[src/rtl/proc_control.sv]
// proc_control: fetch/decode FSM and instruction register for the 16-bit simple processor
//   clk, resetn        : clock, asynchronous active-low reset
//   run                : permits fetch of a new instruction (sampled in T0 only)
//   din                : synchronous memory read data, captured into ir in T2
//   ir                 : instruction register (also bus-mux input 8)
//   sel                : bus-mux select (0-7 r0-r7, 8 IR immediate, 9 G)
//   r_in               : one-hot register load enables (r7 is the PC)
//   a_in, g_in, alu_op : ALU operand-A load, result load, operation (00 add, 01 sub, 10 and)
//   addr_in, dout_in   : memory address / data-out register loads
//   w_d                : memory write strobe
//   pc_incr            : increment r7
//   done               : pulse in the last cycle of an instruction
module proc_control #(
  parameter logic [2:0] OP_MV  = 3'b000,
  parameter logic [2:0] OP_MVT = 3'b001,
  parameter logic [2:0] OP_ADD = 3'b010,
  parameter logic [2:0] OP_SUB = 3'b011,
  parameter logic [2:0] OP_AND = 3'b100,
  parameter logic [2:0] OP_ST  = 3'b101
) (
  input  logic        clk,
  input  logic        resetn,
  input  logic        run,
  input  logic [15:0] din,
  output logic [15:0] ir,
  output logic [3:0]  sel,
  output logic [7:0]  r_in,
  output logic        a_in,
  output logic        g_in,
  output logic [1:0]  alu_op,
  output logic        addr_in,
  output logic        dout_in,
  output logic        w_d,
  output logic        pc_incr,
  output logic        done
);
  typedef enum logic [2:0] {T0, T1, T2, T3, T4, T5} state_t;
  state_t      r_state;
  logic [15:0] r_ir;
  logic [2:0]  w_op, w_rx, w_ry;
  logic        w_imm, w_alu, w_st, w_short, w_fetch;
  logic [7:0]  w_rx_hot;
  logic [3:0]  w_opb;
  assign ir       = r_ir;
  assign w_op     = r_ir[15:13];
  assign w_imm    = r_ir[12];
  assign w_rx     = r_ir[11:9];
  assign w_ry     = r_ir[2:0];
  assign w_alu    = (w_op == OP_ADD) || (w_op == OP_SUB) || (w_op == OP_AND);
  assign w_st     = (w_op == OP_ST);
  assign w_short  = !(w_alu || w_st);
  assign w_rx_hot = 8'b1 << w_rx;
  assign w_opb    = w_imm ? 4'd8 : {1'b0, w_ry};
  // Fetch outputs are qualified by resetn so a high run cannot leak through while reset is held.
  assign w_fetch  = run && resetn;
  always_ff @(posedge clk or negedge resetn) begin
    if (!resetn) begin
      r_state <= T0;
      r_ir    <= '0;
    end else begin
      case (r_state)
        T0:      r_state <= run ? T1 : T0;
        T1:      r_state <= T2;
        T2: begin
          r_ir    <= din;
          r_state <= T3;
        end
        T3:      r_state <= w_short ? T0 : T4;
        T4:      r_state <= T5;
        default: r_state <= T0;
      endcase
    end
  end
  always_comb begin
    sel     = '0;
    r_in    = '0;
    a_in    = 1'b0;
    g_in    = 1'b0;
    alu_op  = 2'b00;
    addr_in = 1'b0;
    dout_in = 1'b0;
    w_d     = 1'b0;
    pc_incr = 1'b0;
    done    = 1'b0;
    case (r_state)
      T0: begin
        sel     = w_fetch ? 4'd7 : 4'd0;
        addr_in = w_fetch;
        pc_incr = w_fetch;
      end
      T3: begin
        sel     = (w_op == OP_MV) ? w_opb : (w_op == OP_MVT) ? 4'd8 : (w_alu || w_st) ? {1'b0, w_rx} : 4'd0;
        r_in    = (w_op == OP_MV || w_op == OP_MVT) ? w_rx_hot : 8'h00;
        a_in    = w_alu;
        dout_in = w_st;
        done    = w_short;
      end
      T4: begin
        sel     = w_alu ? w_opb : w_st ? {1'b0, w_ry} : 4'd0;
        g_in    = w_alu;
        alu_op  = !w_alu ? 2'b00 : (w_op == OP_SUB) ? 2'b01 : (w_op == OP_AND) ? 2'b10 : 2'b00;
        addr_in = w_st;
      end
      T5: begin
        sel  = w_alu ? 4'd9 : 4'd0;
        r_in = w_alu ? w_rx_hot : 8'h00;
        w_d  = w_st;
        done = 1'b1;
      end
      default: ;
    endcase
  end
endmodule

[config.mk]
export PLATFORM = sky130hd
export DESIGN_NAME = proc_control
export DESIGN_NICKNAME = d
export VERILOG_FILES = /design/src/rtl/proc_control.sv
export SDC_FILE = /design/constraint.sdc
export NUM_CORES = 1
export LEC_CHECK = 0
export CORE_ASPECT_RATIO = 1.75
export CORE_MARGIN = 1.5
export CORE_UTILIZATION = 25
export DETAILED_ROUTE_END_ITERATION = 12
export PLACE_DENSITY = 0.62
export SYNTH_ARGS = -nofsm -noshare
export SYNTH_HDL_FRONTEND = slang
export SYNTH_SLANG_ARGS = --single-unit
[constraint.sdc]
create_clock -name clk -period 5.05 [get_ports clk]
set_clock_uncertainty 0.2 [all_clocks]
set_input_delay 0.505 -clock clk [delete_from_list [all_inputs] [get_ports clk]]
set_output_delay 0.505 -clock clk [all_outputs]
set_load 0.02 [all_outputs]
==> results of run 1 <==
[how the worst max path moves through the flow]
stage / startpoint / end / slack [ps] / depth (start not counted)
2_1_floorplan: ir[13] / r_in[0] / 2640 / 4
3_3_place_gp: resetn / sel[2] / 1770 / 7
3_5_place_dp: resetn / sel[2] / 1720 / 7
4_1_cts: resetn / sel[2] / 1710 / 7
5_1_grt: resetn / sel[1] / 1600 / 7
6_report: resetn / sel[2] / 1710 / 7
[layer usage]
layer	up-vias	wire length, um	global-route usage [%]
met5	-	0	0
met4	0	29	4.79
met3	3	194	1.94
met2	52	1740	24.4
met1	511	1190	15.3
li1	506	-	-
[where the power goes]
group	internal (W)	total, W	switching (W)
sequential	0.000232	0.000360	0.000128
clock	0.0000560	0.000102	0.0000457
combinational	0.000371	0.000698	0.000327
total	0.000659	0.00116	0.000501
[state kept, by name, indices dropped and copies added (netlist names)]
register	cells
ir	16
r_state	3
[worst reg2reg max path, delay by kind of cell (launching register included)]
family | cells | cell delay, ps
and+or+nand+nor | 1 | 750
muxes | 1 | 390
buffers and inverters | 1 | 200
DFF | 1 | 490
[logic make-up (layout without fill, tap and decap cells)]
logic type,count (synthesis),count (layout)
AO/OA/AOI/OAI,18,18
multiplexers,16,16
XOR/XNOR,1,1
AND/OR/NAND/NOR,48,48
flip-flops,19,19
buffers and inverters,7,62
[cell type report]
type | instances | area share (%)
inverters | 2 | 0.423
flip-flops and latches | 19 | 26.8
repair buffers | 56 | 31.4
clock buffers | 4 | 2.54
well taps | 51 | 3.59
multi-input cells | 83 | 35.2
[cell usage in the layout (no fill, tap or decap), drive strengths merged]
master         synthesis  layout
nand2b                 8       8
nand3                  2       2
inv                    2       2
nand3b                 2       2
mux2                  16      16
and2                   2       2
dfrtp                 19      19
nand2                  8       8
or3                    1       1
clkbuf                 0       4
nor3                  11      11
or4                    1       1
nor2b                  3       3
a2bb2oi                1       1
clkdlybuf4s50          0      55
a21oi                  3       3
nor2                   9       9
o21ai                  2       2
buf                    5       1
o2111ai                1       1
or3b                   1       1
xnor2                  1       1
a211oi                 4       4
a211o                  4       4
a221oi                 3       3
[per-stage QoR]
stage	hold WS, ps	worst slack (ps)	cell area, sq um
after floorplan	9.41	2640	1150
after global placement	300	1770	1730
after detailed placement	296	1720	1730
after CTS	327	1710	1780
after global routing	347	1600	1780
final	326	1710	1780
==> impl_metrics.tcl, run 1 <==
set metrics [dict create \
    slowest_stage "clkdlybuf4s50_1" \
    r2r_slack_ps 2900 \
    slew_headroom_pct 39.5 \
    synthMuxAreaShare_pct 19.0 \
    synthSimpleGateAreaFrac_pct 22.5 \
    drive_above_1_share_pct 11.0 \
    syn_area_sq_um 1150 \
    synth-xor-area-share_pct 0.764 \
    routed_wl_mm 3.15 \
    grt_pass1_vias 1103 \
    cts_max_path_buffers 2 \
    syn-instance-count 109 \
    cts_resized 0 \
    irDropWorstVdd_mv 0.472 \
    n_antenna_cell 0 \
    fp.coreArea_sq_um 4400 \
    min_delay_path_depth 1 \
    start_util_pct 26.0 \
    arrival_ps 2630 \
    slew_violations 0 \
    cp_common_cell "clkdlybuf4s50_1" \
    synth_top_area_share_pct 41.5 \
    nets 184 \
    antenna_found_initial 0 \
    path_cells "clkdlybuf4s50_1, buf_4, nand2_1, or4_1, inv_1, a211o_1, clkdlybuf4s50_1" \
    syn_to_final_growth_pct 54.9 \
    final_antenna_net_count 0 \
    hpwl_mm 2.54 \
    status "completed" \
    critPathMaxStageDelay_ps 600 \
    p_leak_nw 0.705 \
    syn_area_per_cell_sq_um 10.5 \
    synth_nets 128 \
    synth_edf_count 0 \
    rows 32 \
    synth_most_common_cell "dfrtp_1" \
    finalCritPeriodShare_pct 66.1 \
    ctsRootBufferMaster "clkbuf_8" \
    yosysTopAreaCell "dfrtp_1" \
    synth-compound-area-share_pct 12.3 \
    rsz0062_at_grt "false" \
    fill_cells 467 \
    clock_latency_ps 250 \
    synthDistinctLibCells 27 \
    gr-total-overflow 0 \
    path_buf_inv 4 \
    track_usage_pct 13.6 \
    crit_path_start_kind "input port" \
    yosys-top-cells-count "19 x dfrtp_1, 11 x nor3_1, 10 x mux2_4" \
    reg2reg_from "r_state[0]" \
    ctsHoldBuffers 0 \
    fin_util_pct 40.3 \
    hold_violations 0 \
    gp_congestion 0.763 \
    drt_iter0_drc 34 \
    critPathTopFamily "buffers and inverters" \
    grt_max_degree 21 \
    layout.cells.non_filler 215 \
    reg2reg_to "ir[13]" \
    drtPass1Iterations 4 \
    clk_pin_slew_ps 60 \
    grt_pass1_wl_mm 5.12 \
    cts_setup_buffers 0 \
    rr_worst_depth 3 \
    critPathMaxFanout 20 \
    synth_warnings 0 \
    dr_total_vias 1072 \
    port_buffers 55 \
    min_to "ir[4]" \
    setup_viol 0 \
    hold_path.class "reg2reg" \
    multiInputGateArea_sq_um 626 \
    synth-main-ff-cell "dfrtp_1" \
    hold_start "ir[4]" \
    dp.cells 211 \
    fmax_mhz 300 \
    finalSetupTns_ps 0 \
    ys_seq_area_share_pct 41.5 \
    synthTopCellsByArea "dfrtp_1 41%, mux2_4 13%, mux2_1 5.9%" \
    cts_sinks 19 \
    io_pins 56 \
    power_density_nw_per_um2 653 \
    die_x_um 54.2 \
    synth-seq-cells 19 \
    required_ps 4350 \
    worst-setup-path-type "in2out" \
    drc_errors 0 \
    seq_area_sq_um 475 \
    async_flop_share_pct 100 \
    cts_inserted_buffers 3 \
    worst_slew_pin_slew_ps 908 \
    end_kind "output pin" \
    yosys.area_share.adder_pct 0 \
    synth_top_family_by_area "simple AND/OR/NAND/NOR gates" \
    power.total_w 0.00116 \
    period_minus_slack_ps 3340 \
    cts_tree "built" \
    viasPerCell 4.99 \
    htree_levels 1 \
    wire_per_inst_um 14.7 \
    dieHeight_um 92.6 \
    dieArea_sq_um 5020 \
    drv_cap 0 \
]
(Power assumes the default switching activity.)
==> run 2, diff against run 1 <==
clock period = 3.12 ns   (was 5.05 ns; I/O delays follow)
==> run 2 against run 1 <==
Critical endpoint is now r_in[5]. Design area increased by 0.85%. Clock power increased by 65%. Combinational power increased by 68%. Critical path type is now reg2out. Setup slack got worse by 1500 ps. Count of clock-buffer cells in the layout unchanged. Register-to-register slack got worse by 1600 ps. Global-route usage increased by 0.12 points.
==> impl_metrics.tcl, run 2 (same netlist as run 1, synthesis figures left out) <==
set metrics [dict create \
    ctsRootBufferMaster "clkbuf_8" \
    final_cell_mix "55 x clkdlybuf4s50_1, 19 x dfrtp_1, 11 x nor3_1" \
    final_common_cell "clkdlybuf4s50_1" \
    status "completed" \
    rsz0062_at_grt "false" \
    path_cells "or3b_4, a21oi_2, a21oi_2, nor3_1, clkdlybuf4s50_1" \
    arrival_ps 2430 \
    dieHeight_um 92.6 \
    power_density_nw_per_um2 1060 \
    setup_viol 0 \
    worst_hold_slack_ps 262 \
    gr-total-overflow 0 \
    rows 32 \
    slowest_stage "clkdlybuf4s50_1" \
    path_depth 5 \
    n_antenna_cell 0 \
    worst_slew_pin_slew_ps 409 \
    clock_latency_ps 250 \
    drive_above_1_share_pct 12.0 \
    hpwl_mm 2.55 \
    worstSetupStartpoint "ir[14]" \
    wire_per_inst_um 14.8 \
    final_antenna_net_count 0 \
    die_x_um 54.2 \
    fp.coreArea_sq_um 4400 \
    gp_congestion 0.787 \
    dieArea_sq_um 5020 \
    htree_levels 1 \
    end_kind "output pin" \
    hold_path.class "in2async" \
    p_leak_nw 0.715 \
    postPlaceCellArea_sq_um 1750 \
    finalCritPeriodShare_pct 94.2 \
    grt_pass1_vias 1140 \
    largest_reg_flops 16 \
    nets 186 \
    critPathTopFamily "simple AND/OR/NAND/NOR gates" \
    cts_tree "built" \
    cts_setup_buffers 0 \
    ctsHoldBuffers 0 \
    grt_pass1_wl_mm 5.20 \
    design_area_sq_um 1790 \
    cts_resized 0 \
    routed_wl_mm 3.21 \
    track_usage_pct 13.7 \
    irDropWorstVdd_mv 0.736 \
    path_buf_inv 1 \
    cp_common_cell "a21oi_2" \
    worst-setup-path-type "reg2out" \
    reg2reg_from "r_state[0]" \
    finalSetupTns_ps 0 \
    hold_violations 0 \
    critPathMaxFanout 13 \
    io_pins 56 \
    drv_cap 0 \
    critPathMaxStageDelay_ps 640 \
    required_ps 2610 \
    dr_total_vias 1065 \
    port_buffers 55 \
    start_util_pct 26.0 \
    cts_max_path_buffers 2 \
    fmax_mhz 340 \
    antenna_found_initial 0 \
    syn_to_final_growth_pct 56.2 \
    drtPass1Iterations 4 \
    cts_sinks 19 \
    viasPerCell 4.91 \
    drc_errors 0 \
    drt_iter0_drc 18 \
    finalWorstSetupSlack_ps 182 \
    cts_inserted_buffers 3 \
    period_minus_slack_ps 2940 \
    slew_violations 0 \
    slew_headroom_pct 72.7 \
    clk_pin_slew_ps 70 \
    rr_worst_depth 4 \
    crit_path_start_kind "flip-flop" \
    dp_slack_ps 447 \
    grt_max_degree 20 \
]
## run 2: changes by cell type in the layout (fill, tap and decap cells not counted)
cell / change
buf_4: +2
## run 2: final cells by class
| type | count | area [sq um] |
|---|---|---|
| multi-input cells | 83 | 626 |
| inverters | 2 | 7.51 |
| repair buffers | 58 | 573 |
| well taps | 51 | 63.8 |
| flip-flops and latches | 19 | 475 |
| clock buffers | 4 | 45.0 |
| fillers | 453 | 2610 |
## run 2: power by group
group / total [W] / switching (W) / internal [W] / leakage (nW)
registers: 0.000562 / 0.000186 / 0.000375 / 0.225
clock network: 0.000168 / 0.0000769 / 0.0000907 / 0.0228
logic: 0.00117 / 0.000556 / 0.000614 / 0.467
## run 2: path summary, 6_finish.rpt
kind	end	slack, ps
setup reg to reg	ir[11]	1290
setup / recovery	r_in[5]	180
hold / removal	ir[1]	260
hold reg to reg	ir[4]	320
min in group clk	ir[4]	320
max in group asynchronous	r_state[2]	2260
## run 2: metal layers
| layer | wire length (um) | track usage, % | vias up | part of all wire, % |
|---|---|---|---|---|
| met2 | 1720 | 23.9 | 59 | 54 |
| li1 | - | - | 511 | - |
| met5 | 0 | 0 | - | 0 |
| met1 | 1230 | 16.0 | 493 | 38 |
| met3 | 246 | 2.58 | 2 | 7.7 |
| met4 | 16 | 4.38 | 0 | 0.50 |
## run 2: metrics by stage
step | total power, W | cells | utilization [%]
2_1_floorplan | 0.00129 | 109 | -
3_3_place_gp | 0.00171 | 213 | 39.6
3_5_place_dp | 0.00174 | 213 | 39.6
4_1_cts | 0.00192 | 217 | 40.7
5_1_grt | 0.00203 | 217 | 40.7
6_report | 0.00190 | 217 | 40.7
==> run 3, diff against run 2 <==
REMOVE_ABC_BUFFERS = 1   (was default)
==> run 3 against run 2 <==
Combinational power is essentially flat. Setup slack lost 40 ps. Maximum frequency shrank 1.3%. Via count shrank 2.3%. Critical path depth is the same. Design area shrank 0.35%. Hold slack lost 39 ps. Critical path type unchanged. Largest power group unchanged.
==> impl_metrics.tcl, run 3 (same netlist as run 1, synthesis figures left out) <==
set metrics [dict create \
    status "completed" \
    wire_per_inst_um 14.6 \
    io_pins 56 \
    ctsHoldBuffers 0 \
    p_leak_nw 0.713 \
    end_kind "output pin" \
    cts_tree "built" \
    routed_wl_mm 3.15 \
    dr_total_vias 1041 \
    irDropWorstVdd_mv 0.691 \
    grt_pass1_vias 1075 \
    cts_inserted_buffers 3 \
    gr-total-overflow 0 \
    final_cell_mix "55 x clkdlybuf4s50_1, 19 x dfrtp_1, 11 x nor3_1" \
    cts_sinks 19 \
    drt_iter0_drc 13 \
    r2r_slack_ps 1300 \
    final_common_cell "clkdlybuf4s50_1" \
    rsz0062_at_grt "false" \
    power_density_nw_per_um2 1060 \
    drive_above_1_share_pct 12.1 \
    antenna_found_initial 0 \
    critPathMaxFanout 14 \
    fill_cells 447 \
    drv_cap 0 \
    clock_latency_ps 260 \
    finalCritPeriodShare_pct 95.5 \
    path_depth 5 \
    path_buf_inv 1 \
    grt_max_degree 20 \
    path_cells "or3b_4, a21oi_2, a21oi_2, nor3_1, clkdlybuf4s50_1" \
    drtPass1Iterations 4 \
    crit_path_start_kind "flip-flop" \
    syn_to_final_growth_pct 55.7 \
    period_minus_slack_ps 2980 \
    viasPerCell 4.82 \
    cts_resized 0 \
    htree_levels 1 \
    slew_headroom_pct 72.5 \
    n_antenna_cell 0 \
    arrival_ps 2470 \
    reg2reg_to "ir[11]" \
    largest_reg_flops 16 \
    rr_worst_depth 4 \
    fmax_mhz 336 \
    cts_setup_buffers 0 \
    hpwl_mm 2.50 \
    slew_violations 0 \
    cp_common_cell "a21oi_2" \
    start_util_pct 26.0 \
    port_buffers 55 \
    final_antenna_net_count 0 \
    critPathMaxStageDelay_ps 640 \
    reg2reg_from "r_state[0]" \
    multiInputGateArea_sq_um 626 \
    nets 185 \
    gp_congestion 0.760 \
    grt_pass1_wl_mm 5.03 \
    hold_violations 0 \
    worst-setup-path-type "reg2out" \
    cts_max_path_buffers 2 \
    track_usage_pct 13.4 \
    clk_pin_slew_ps 70 \
    fp.coreArea_sq_um 4400 \
    finalSetupTns_ps 0 \
    ctsRootBufferMaster "clkbuf_8" \
    die_x_um 54.2 \
    dieHeight_um 92.6 \
    slowest_stage "clkdlybuf4s50_1" \
    seq_area_sq_um 475 \
    drc_errors 0 \
    required_ps 2610 \
    hold_path.class "in2async" \
    worst_slew_pin_slew_ps 413 \
    critPathTopFamily "simple AND/OR/NAND/NOR gates" \
    setup_viol 0 \
    rows 32 \
    power.total_w 0.00189 \
    dieArea_sq_um 5020 \
]
==> run 3: cell count changes in the layout (fill, tap and decap cells not counted), sizes merged <==
cell    change
clkinv      +1
buf         -1
clkbuf      -1
==> run 3: area by class of cell <==
cell class	instances	share of cell area [%]
repair buffers	57	31.7
well taps	51	3.58
clock inverters	1	0.281
clock buffers	3	2.31
flip-flops and latches	19	26.6
multi-input cells	83	35.1
inverters	2	0.421
==> run 3: worst max path at each step <==
| stage | start | end | slack, ps |
|---|---|---|---|
| 2_1_floorplan | ir[15] | r_in[0] | 810 |
| 3_3_place_gp | run | sel[1] | 460 |
| 3_5_place_dp | ir[15] | r_in[2] | 420 |
| 4_1_cts | ir[15] | r_in[2] | 130 |
| 5_1_grt | ir[15] | r_in[7] | 8 |
| 6_report | ir[15] | r_in[7] | 140 |
==> run 3: report_power, final <==
group / switching, W / internal (W) / leakage, nW
sequential: 0.000202 / 0.000375 / 0.225
clock: 0.0000848 / 0.0000891 / 0.0255
combinational: 0.000538 / 0.000606 / 0.462
total: 0.000824 / 0.00107 / 0.713
==> run 3: routing by layer <==
metal  wire (um)  global-route usage [%]
met1        1240                    15.7
met2        1660                    24.0
met3         219                    1.94
met4          33                    3.75
met5           0                       0
==> run 3: through the flow <==
step                hold slack (ps)  setup WS (ps)  instance area (sq um)  utilization, %  instances
floorplan                      -184            813                   1110               -        104
global placement                302            457                   1740            39.5        212
detailed placement              291            423                   1740            39.5        212
CTS                             233            128                   1780            40.5        216
global route                    251           8.30                   1780            40.5        216
finish                          223            141                   1780            40.5        216
